File: config.mk
export PLATFORM = sky130hd
export DESIGN_NAME = adder_ahead_serial_sub
export DESIGN_NICKNAME = d
export VERILOG_FILES = /design/src/rtl/adder_ahead_serial_sub.sv
export SDC_FILE = /design/constraint.sdc
export NUM_CORES = 1
export LEC_CHECK = 0
export ABC_AREA = 1
export BUFFER_PORTS_ARGS = -buffer_cell sky130_fd_sc_hd__buf_2
export CAP_MARGIN = 20
export CORE_MARGIN = 2
export CORE_UTILIZATION = 30
export DETAILED_ROUTE_END_ITERATION = 10
export HOLD_SLACK_MARGIN = 0.03
export SETUP_SLACK_MARGIN = 0.1
export SLEW_MARGIN = 40
export SYNTH_ARGS = -nofsm -noshare
export SYNTH_HDL_FRONTEND = slang
export SYNTH_SLANG_ARGS = --single-unit
File: constraint.sdc
create_clock -name clk_i -period 3.1 [get_ports clk_i]
set_input_delay 0 -clock clk_i [delete_from_list [all_inputs] [get_ports clk_i]]
set_output_delay 0 -clock clk_i [all_outputs]
set_load 0.05 [all_outputs]
File: src/rtl/adder_ahead_serial_sub.sv
// adder_ahead_serial_sub
//   Nibble-serial subtractor: diff = a - b - bin (mod 2^WIDTH), four bits per
//   clock through one 4-bit add stage (a + ~b + ~borrow) with a registered carry.
//
// Ports
//   clk_i, rst_i                   clock, synchronous active-high reset
//   in_valid_i / in_ready_o        operand handshake (accepted only in IDLE)
//   a_i, b_i, bin_i                minuend, subtrahend, borrow in
//   out_valid_o / out_ready_i      result handshake (presented in DONE)
//   diff_o, bout_o, ovf_o, zero_o  result, borrow out, signed overflow, zero flag
//
// state | meaning
// IDLE  | waiting for operands, in_ready_o high
// RUN   | one nibble per clock, low nibble first
// DONE  | result valid, held until the consumer takes it
module adder_ahead_serial_sub #(
  parameter int WIDTH = 16
) (
  input  logic             clk_i,
  input  logic             rst_i,
  input  logic             in_valid_i,
  output logic             in_ready_o,
  input  logic [WIDTH-1:0] a_i,
  input  logic [WIDTH-1:0] b_i,
  input  logic             bin_i,
  output logic             out_valid_o,
  input  logic             out_ready_i,
  output logic [WIDTH-1:0] diff_o,
  output logic             bout_o,
  output logic             ovf_o,
  output logic             zero_o
);

  localparam int NIB = WIDTH / 4;
  localparam int CW  = (NIB > 1) ? $clog2(NIB) : 1;
  localparam int MSB = WIDTH - 1;

  generate
    if ((WIDTH % 4) != 0 || WIDTH < 4) begin : g_bad_width
      $error("adder_ahead_serial_sub: WIDTH must be a multiple of 4 and >= 4");
    end
  endgenerate

  typedef enum logic [1:0] {
    IDLE = 2'd0,
    RUN  = 2'd1,
    DONE = 2'd2
  } state_t;

  state_t           state_q, state_d;
  logic [CW-1:0]    cnt_q, cnt_d;
  logic [WIDTH-1:0] a_q, a_d;
  logic [WIDTH-1:0] b_inv_q, b_inv_d;
  logic             carry_q, carry_d;
  logic [WIDTH-1:0] res_q, res_d;
  logic [WIDTH-1:0] diff_q, diff_d;
  logic             bout_q, bout_d;
  logic             ovf_q, ovf_d;
  logic             zero_q, zero_d;

  logic [CW+1:0]    nib_idx;
  logic [4:0]       nib_sum;
  logic             last_nib;

  assign nib_idx  = {cnt_q, 2'b00};
  assign nib_sum  = {1'b0, a_q[nib_idx +: 4]} + {1'b0, b_inv_q[nib_idx +: 4]} + {4'b0000, carry_q};
  assign last_nib = (cnt_q == CW'(NIB - 1));

  always_comb begin
    state_d = state_q;
    cnt_d   = cnt_q;
    a_d     = a_q;
    b_inv_d = b_inv_q;
    carry_d = carry_q;
    res_d   = res_q;
    diff_d  = diff_q;
    bout_d  = bout_q;
    ovf_d   = ovf_q;
    zero_d  = zero_q;
    case (state_q)
      IDLE: begin
        if (in_valid_i) begin
          a_d     = a_i;
          b_inv_d = ~b_i;
          carry_d = ~bin_i;
          cnt_d   = '0;
          state_d = RUN;
        end
      end
      RUN: begin
        res_d[nib_idx +: 4] = nib_sum[3:0];
        carry_d = nib_sum[4];
        cnt_d   = cnt_q + 1'b1;
        if (last_nib) begin
          // Outputs only change here so the previous result stays visible during RUN.
          state_d = DONE;
          cnt_d   = '0;
          diff_d  = res_d;
          bout_d  = ~nib_sum[4];
          // b is stored inverted: a[MSB] != b[MSB] is a_q[MSB] == b_inv_q[MSB].
          ovf_d   = (a_q[MSB] == b_inv_q[MSB]) & (res_d[MSB] != a_q[MSB]);
          zero_d  = (res_d == '0);
        end
      end
      DONE: begin
        if (out_ready_i) state_d = IDLE;
      end
      default: state_d = IDLE;
    endcase
  end

  always_ff @(posedge clk_i) begin
    if (rst_i) begin
      state_q <= IDLE;
      cnt_q   <= '0;
      a_q     <= '0;
      b_inv_q <= '0;
      carry_q <= 1'b0;
      res_q   <= '0;
      diff_q  <= '0;
      bout_q  <= 1'b0;
      ovf_q   <= 1'b0;
      zero_q  <= 1'b1;
    end else begin
      state_q <= state_d;
      cnt_q   <= cnt_d;
      a_q     <= a_d;
      b_inv_q <= b_inv_d;
      carry_q <= carry_d;
      res_q   <= res_d;
      diff_q  <= diff_d;
      bout_q  <= bout_d;
      ovf_q   <= ovf_d;
      zero_q  <= zero_d;
    end
  end

  assign in_ready_o  = (state_q == IDLE) & ~rst_i;
  assign out_valid_o = (state_q == DONE);
  assign diff_o      = diff_q;
  assign bout_o      = bout_q;
  assign ovf_o       = ovf_q;
  assign zero_o      = zero_q;

endmodule

Word-level counts from Yosys, hierarchy flattened
Index checks and enable logic that the tools add are counted.
{ "classes": {"div": 0, "n_shift": 4, "bitwise": 6, "order_cmp": 0, "mul": 0, "reduce_logical": 7, "n_addsub": 4, "muxes": 10, "n_eq_ne": 8} }
{ "op_table": {"columns": ["operator", "n"], "rows": [
  ["$shiftx A16 B5 Y4", 2],
  ["$bwmux W16", 1],
  ["$logic_not A16 Y1", 1],
  ["$not A16 Y16", 1],
  ["$shift A4 B6 Y16 const A", 1],
  ["$shiftx A4 B6 Y16", 1],
  ["$mux W2", 5],
  ["$neg A4 Y6", 1],
  ["$pmux W2 S3", 1],
  ["$reduce_and A2 Y1", 3],
  ["$add A4 B4 Y5", 1],
  ["$add A5 B1 Y5", 1],
  ["$eq A2 B2 Y1 const B", 2],
  ["$ne A2 B2 Y1 const B", 2],
  ["$pmux W2 S2", 1],
  ["$not A1 Y1", 3],
  ["$reduce_and A3 Y1", 1],
  ["$add A2 B1 Y2 const B", 1],
  ["$and A1 B1 Y1", 2],
  ["$eq A2 B1 Y1 const B", 1],
  ["$logic_not A2 Y1", 1],
  ["$ne A2 B1 Y1 const B", 1],
  ["$pmux W1 S2", 1],
  ["$reduce_bool A2 Y1", 1],
  ["3 further kinds", 3]
]} }
{ "totals": {"memories": 0, "mem_bits_ro": 0, "elab_cells": 49, "register_bits": 72, "inputBits": 37, "ramBits": 0, "latchBits": 0} }

Logic depth before layout (Yosys ltp)
{ "logic_depth": {"word_depth": 7, "mapped_depth": 20, "ltp_nobuf": 17} }

Worst setup path after synthesis
Ideal clock, no wire load.
{ "synth_path": {"path_type": "reg2reg", "from": "register cnt_q[0]", "to": "register zero_q (netlist: zero_o)", "stages_incl_launch_ff": 17, "arrival_time_ps": 2649, "required_ps": 2985, "slack_ps": 336, "path_buffers": 3, "cell_sequence": "dfxtp_1 -> buf_4 -> buf_2 -> buf_2 -> o21ai_0 -> o22ai_1 -> fa_1 -> inv_1 -> fa_1 -> nor2_1 -> nand3_1 -> o21ai_0 -> nor2_1 -> nand3_1 -> nor2_1 -> nand3_1 -> nand2_1"} }
{ "synth_between": {"elab_chain_len": 6, "elab_cells_between_ends": 11} }
{ "synth_rtl": {"columns": ["item", "line", "text"], "rows": [
  ["start, declared", "51", "logic [CW-1:0] cnt_q, cnt_d;"],
  ["start signal, assigned", "126", "cnt_q <= cnt_d;"],
  ["$shiftx A16 B5 Y4", "66", "assign nib_sum = {1'b0, a_q[nib_idx +: 4]} + {1'b0, b_inv_q[nib_idx +: 4]} + {4'b0000, carry_q};"],
  ["$add A4 B4 Y5", "66", null],
  ["$add A5 B1 Y5", "66", null],
  ["$shiftx A4 B6 Y16", "91", "res_d[nib_idx +: 4] = nib_sum[3:0];"],
  ["$bwmux W16", "91", null],
  ["$logic_not A16 Y1", "102", "zero_d = (res_d == '0);"],
  ["end signal, assigned", "134", "zero_q <= zero_d;"],
  ["end, declared", "59", "logic zero_q, zero_d;"]
]} }
Several ways; a longest one is shown, not always the timed one.
A chain may end at the register's enable or synchronous reset.

Worst setup path in the final report
Same ends and word-level chain as after synthesis.

==> results.json <==
{
  "drv_cap": 0,
  "fin_ws_ns": 0.3614,
  "synth_fp_nets": 518,
  "status": "finished clean",
  "diodes": 0,
  "drive_gt1_share_pct": 15.74,
  "die_area_sq_mm": 0.01214,
  "seq_power_share_pct": 38.5,
  "ys_warn_count": 0,
  "grt_usage_pct": 16.09,
  "whs_ns": 0.03454,
  "clockBufferDepth": 2,
  "postLayoutCoreUtil_pct": 40.92,
  "switchingPower_uw": 697.4,
  "grt_start_max_net_pins": 50,
  "fin_crit_sh_pct": 88.34,
  "syn_inst": 470,
  "num_vias": 3265,
  "hold_start": "bin_i",
  "die_x_um": 110.2,
  "synthDistinctLibCells": 27,
  "skew_ns": 0.006346,
  "yosysSeqAreaShare_pct": 42.60,
  "start_kind": "flop",
  "ioPinCount": 58,
  "fmax_mhz": 365.2,
  "hold_path.class": "input port to flop",
  "p_comb_share_pct": 16.6,
  "placed_area_sq_mm": 0.003777,
  "cellPowerDensity_mw_per_mm2": 594.8,
  "grt_pass1_wl_mm": 15.10,
  "start_util_pct": 30.94,
  "worstPathArrival_ns": 2.97,
  "rr_startpoint": "cnt_q[0]$_SDFFE_PP0P_",
  "cp-startpoint": "cnt_q[0]$_SDFFE_PP0P_",
  "ys_ff_latch": 72,
  "end_kind": "flop",
  "clk_latency_ns": 0.33,
  "post-route-min-period_ns": 2.739,
  "avgSynthCellArea_sq_um": 7.198,
  "setup_viol_count_final": 0,
  "drc": 0,
  "core_sq_mm": 0.01094,
  "grt_pass1_vias": 3063,
  "internal_power_uw": 1964,
  "vias_per_cell": 4.671,
  "hold_viol_final": 0,
  "num-nets-final": 602,
  "cts_max_level": 3,
  "drtPass1Iterations": 4,
  "routabilityCongestion": 0.8978,
  "rsz0062_at_grt": "no",
  "antenna_found_initial": 0,
  "p_leak_uw": 0.002182,
  "ctsRootBufferMaster": "clkbuf_16",
  "timing.setup.tns_ns": 0,
  "crit_fanout": 13,
  "ir_drop_mv": 0.2360,
  "cts_tree": "built",
  "stdcell_area_sq_mm": 0.004474,
  "hpwl_mm": 6.263,
  "std_cell_rows": 38,
  "worstSetupPathType": "flop to flop",
  "clkPwrFrac_pct": 44.9,
  "swShare_pct": 26.20,
  "drt-wirelength-per-cell_um": 13.02,
  "syn-cell-area_sq_mm": 0.003383,
  "slew_headroom_pct": 52.26,
  "final-max-slew-violation-count": 0,
  "portBuffers": 57,
  "wirelength_mm": 9.103,
  "numClockSinks": 72,
  "clk_pin_slew_ns": 0.06,
  "worst_pin_slew_ns": 0.7154,
  "numCtsBuffers": 9,
  "crit_required_ns": 3.33,
  "die_h_um": 110.2,
  "grt_remaining_overflow": 0,
  "drt_iter0_markers": 213,
  "area_growth_pct": 32.25,
  "ant_nets": 0,
  "place_ws_ns": 0.1914
}
[cell usage in the layout (no fill, tap or decap)]
cell type      netlist  routed
nand4_1              3       3
a21boi_1             1       1
a21oi_1             29      29
a221oi_1             1       1
dlygate4sd3_1        0      34
nand2_1             58      58
buf_2               11      57
a21oi_4              1       1
buf_4                1       7
clkbuf_1            12       1
clkinv_2             0       1
o21bai_1             7       7
bufinv_16            0       3
dfxtp_1             72      71
a31oi_2              0       1
a32oi_1              2       2
clkbuf_16            0       9
clkinv_4             0       1
inv_1               64      63
dfxtp_2              0       1
nor3_1               1       1
nor2_2               0       1
ha_1                 9       9
o211ai_1            16      16
inv_4                1       1
clkbuf_8             0       1
a31oi_1              2       1
nand3_4              1       1
nand3_1             17      17
nor2_1              81      80
o22ai_1              6       6
o21ai_0             67      67
fa_1                 2       2
inv_2                2       3
o21a_1               2       2
[power by group through the flow]
stage | combinational (uW) | sequential, uW | clock [uW]
after detailed placement | 402 | 1040 | 0
after floorplan | 299 | 1030 | 0
after global routing | 505 | 1030 | 1250
final | 442 | 1020 | 1190
after global placement | 396 | 1040 | 0
after CTS | 437 | 1020 | 1210
[state kept, by name (all words and copies together), names as in the netlist]
signal / cells
cnt_q: 2
zero_o: 1
ovf_o: 1
diff_o: 16
b_inv_q: 16
carry_q: 1
state_q: 2
a_q: 16
res_q: 16
bout_o: 1
[metal layers]
metal | track usage (%) | part of all wire (%) | vias up
met1 | 22.04 | 50 | 1482
met5 | 0 | 0 | -
met4 | 6.786 | 1.3 | 0
met2 | 25.11 | 44 | 74
met3 | 2.528 | 4.7 | 9
li1 | - | - | 1700
[metrics by stage]
step / total power, uW / instances
3_5_place_dp: 1445 / 649
2_1_floorplan: 1330 / 470
5_1_grt: 2785 / 699
6_report: 2662 / 699
4_1_cts: 2675 / 699
3_3_place_gp: 1439 / 649
[layout make-up]
| cell class | count | area, sq um |
|---|---|---|
| Tap cell | 140 | 175.2 |
| Inverter | 67 | 254.0 |
| Clock buffer | 11 | 242.7 |
| Timing Repair Buffer | 98 | 678.2 |
| Multi-Input combinational cell | 306 | 1578 |
| Sequential cell | 72 | 1443 |
| Clock inverter | 5 | 103.9 |
| Fill cell | 1126 | 6461 |
[critical path: stages (launching register included)]
cell     delay [ns]
dfxtp_2        0.45
inv_2          0.11
o21ai_0        0.20
o22ai_1        0.13
fa_1           0.42
inv_1          0.08
fa_1           0.45
nor2_2         0.22
nand3_1        0.11
o21ai_0        0.13
nor2_1         0.09
nand3_1        0.10
nor2_1         0.05
nand3_1        0.06
nand2_1        0.05
[timing repair]
item / in CTS / in global routing
hold buffers: 34 / 0
endpoints found under the setup margin: 0 / 3
setup buffers: 0 / 0
hold endpoints to repair: 34 / 0
resized for setup: 0 / 3
[path summary, 6_finish.rpt]
kind / to / slack [ns] / cells after the start
worst min-delay path: carry_q$_SDFFE_PP0P_ / 0.03 / 4
worst max-delay path: zero_o$_SDFFE_PP1P_ / 0.36 / 14
worst max register to register: zero_o$_SDFFE_PP1P_ / 0.36 / 14
worst min register to register: a_q[3]$_SDFFE_PP0P_ / 0.49 / 2
[logic make-up after synthesis]
logic type / synth area share [%]
AOI/OAI and AO/OA: 22.71
and+or+nand+nor: 19.16
DFF: 42.60
adders and majority gates: 4.512
buffers and inverters: 11.02
[cells in the mapped netlist]
cell | instances | area share [%]
nor2_1 | 81 | 9.0
dfxtp_1 | 72 | 43
o21ai_0 | 67 | 9.9
inv_1 | 64 | 7.1
nand2_1 | 58 | 6.4
a21oi_1 | 29 | 4.3
nand3_1 | 17 | 2.5
o211ai_1 | 16 | 3.6
clkbuf_1 | 12 | 1.3
buf_2 | 11 | 1.6
ha_1 | 9 | 3.3
o21bai_1 | 7 | 1.6
o22ai_1 | 6 | 1.1
nand4_1 | 3 | 0.55
a31oi_1 | 2 | 0.37
a32oi_1 | 2 | 0.52
fa_1 | 2 | 1.2
inv_2 | 2 | 0.22
o21a_1 | 2 | 0.44
a21boi_1 | 1 | 0.22
a21oi_4 | 1 | 0.48
a221oi_1 | 1 | 0.26
buf_4 | 1 | 0.22
buf_6 | 1 | 0.33
inv_4 | 1 | 0.19
nand3_4 | 1 | 0.52
nor3_1 | 1 | 0.15
(Power assumes the default switching activity.)
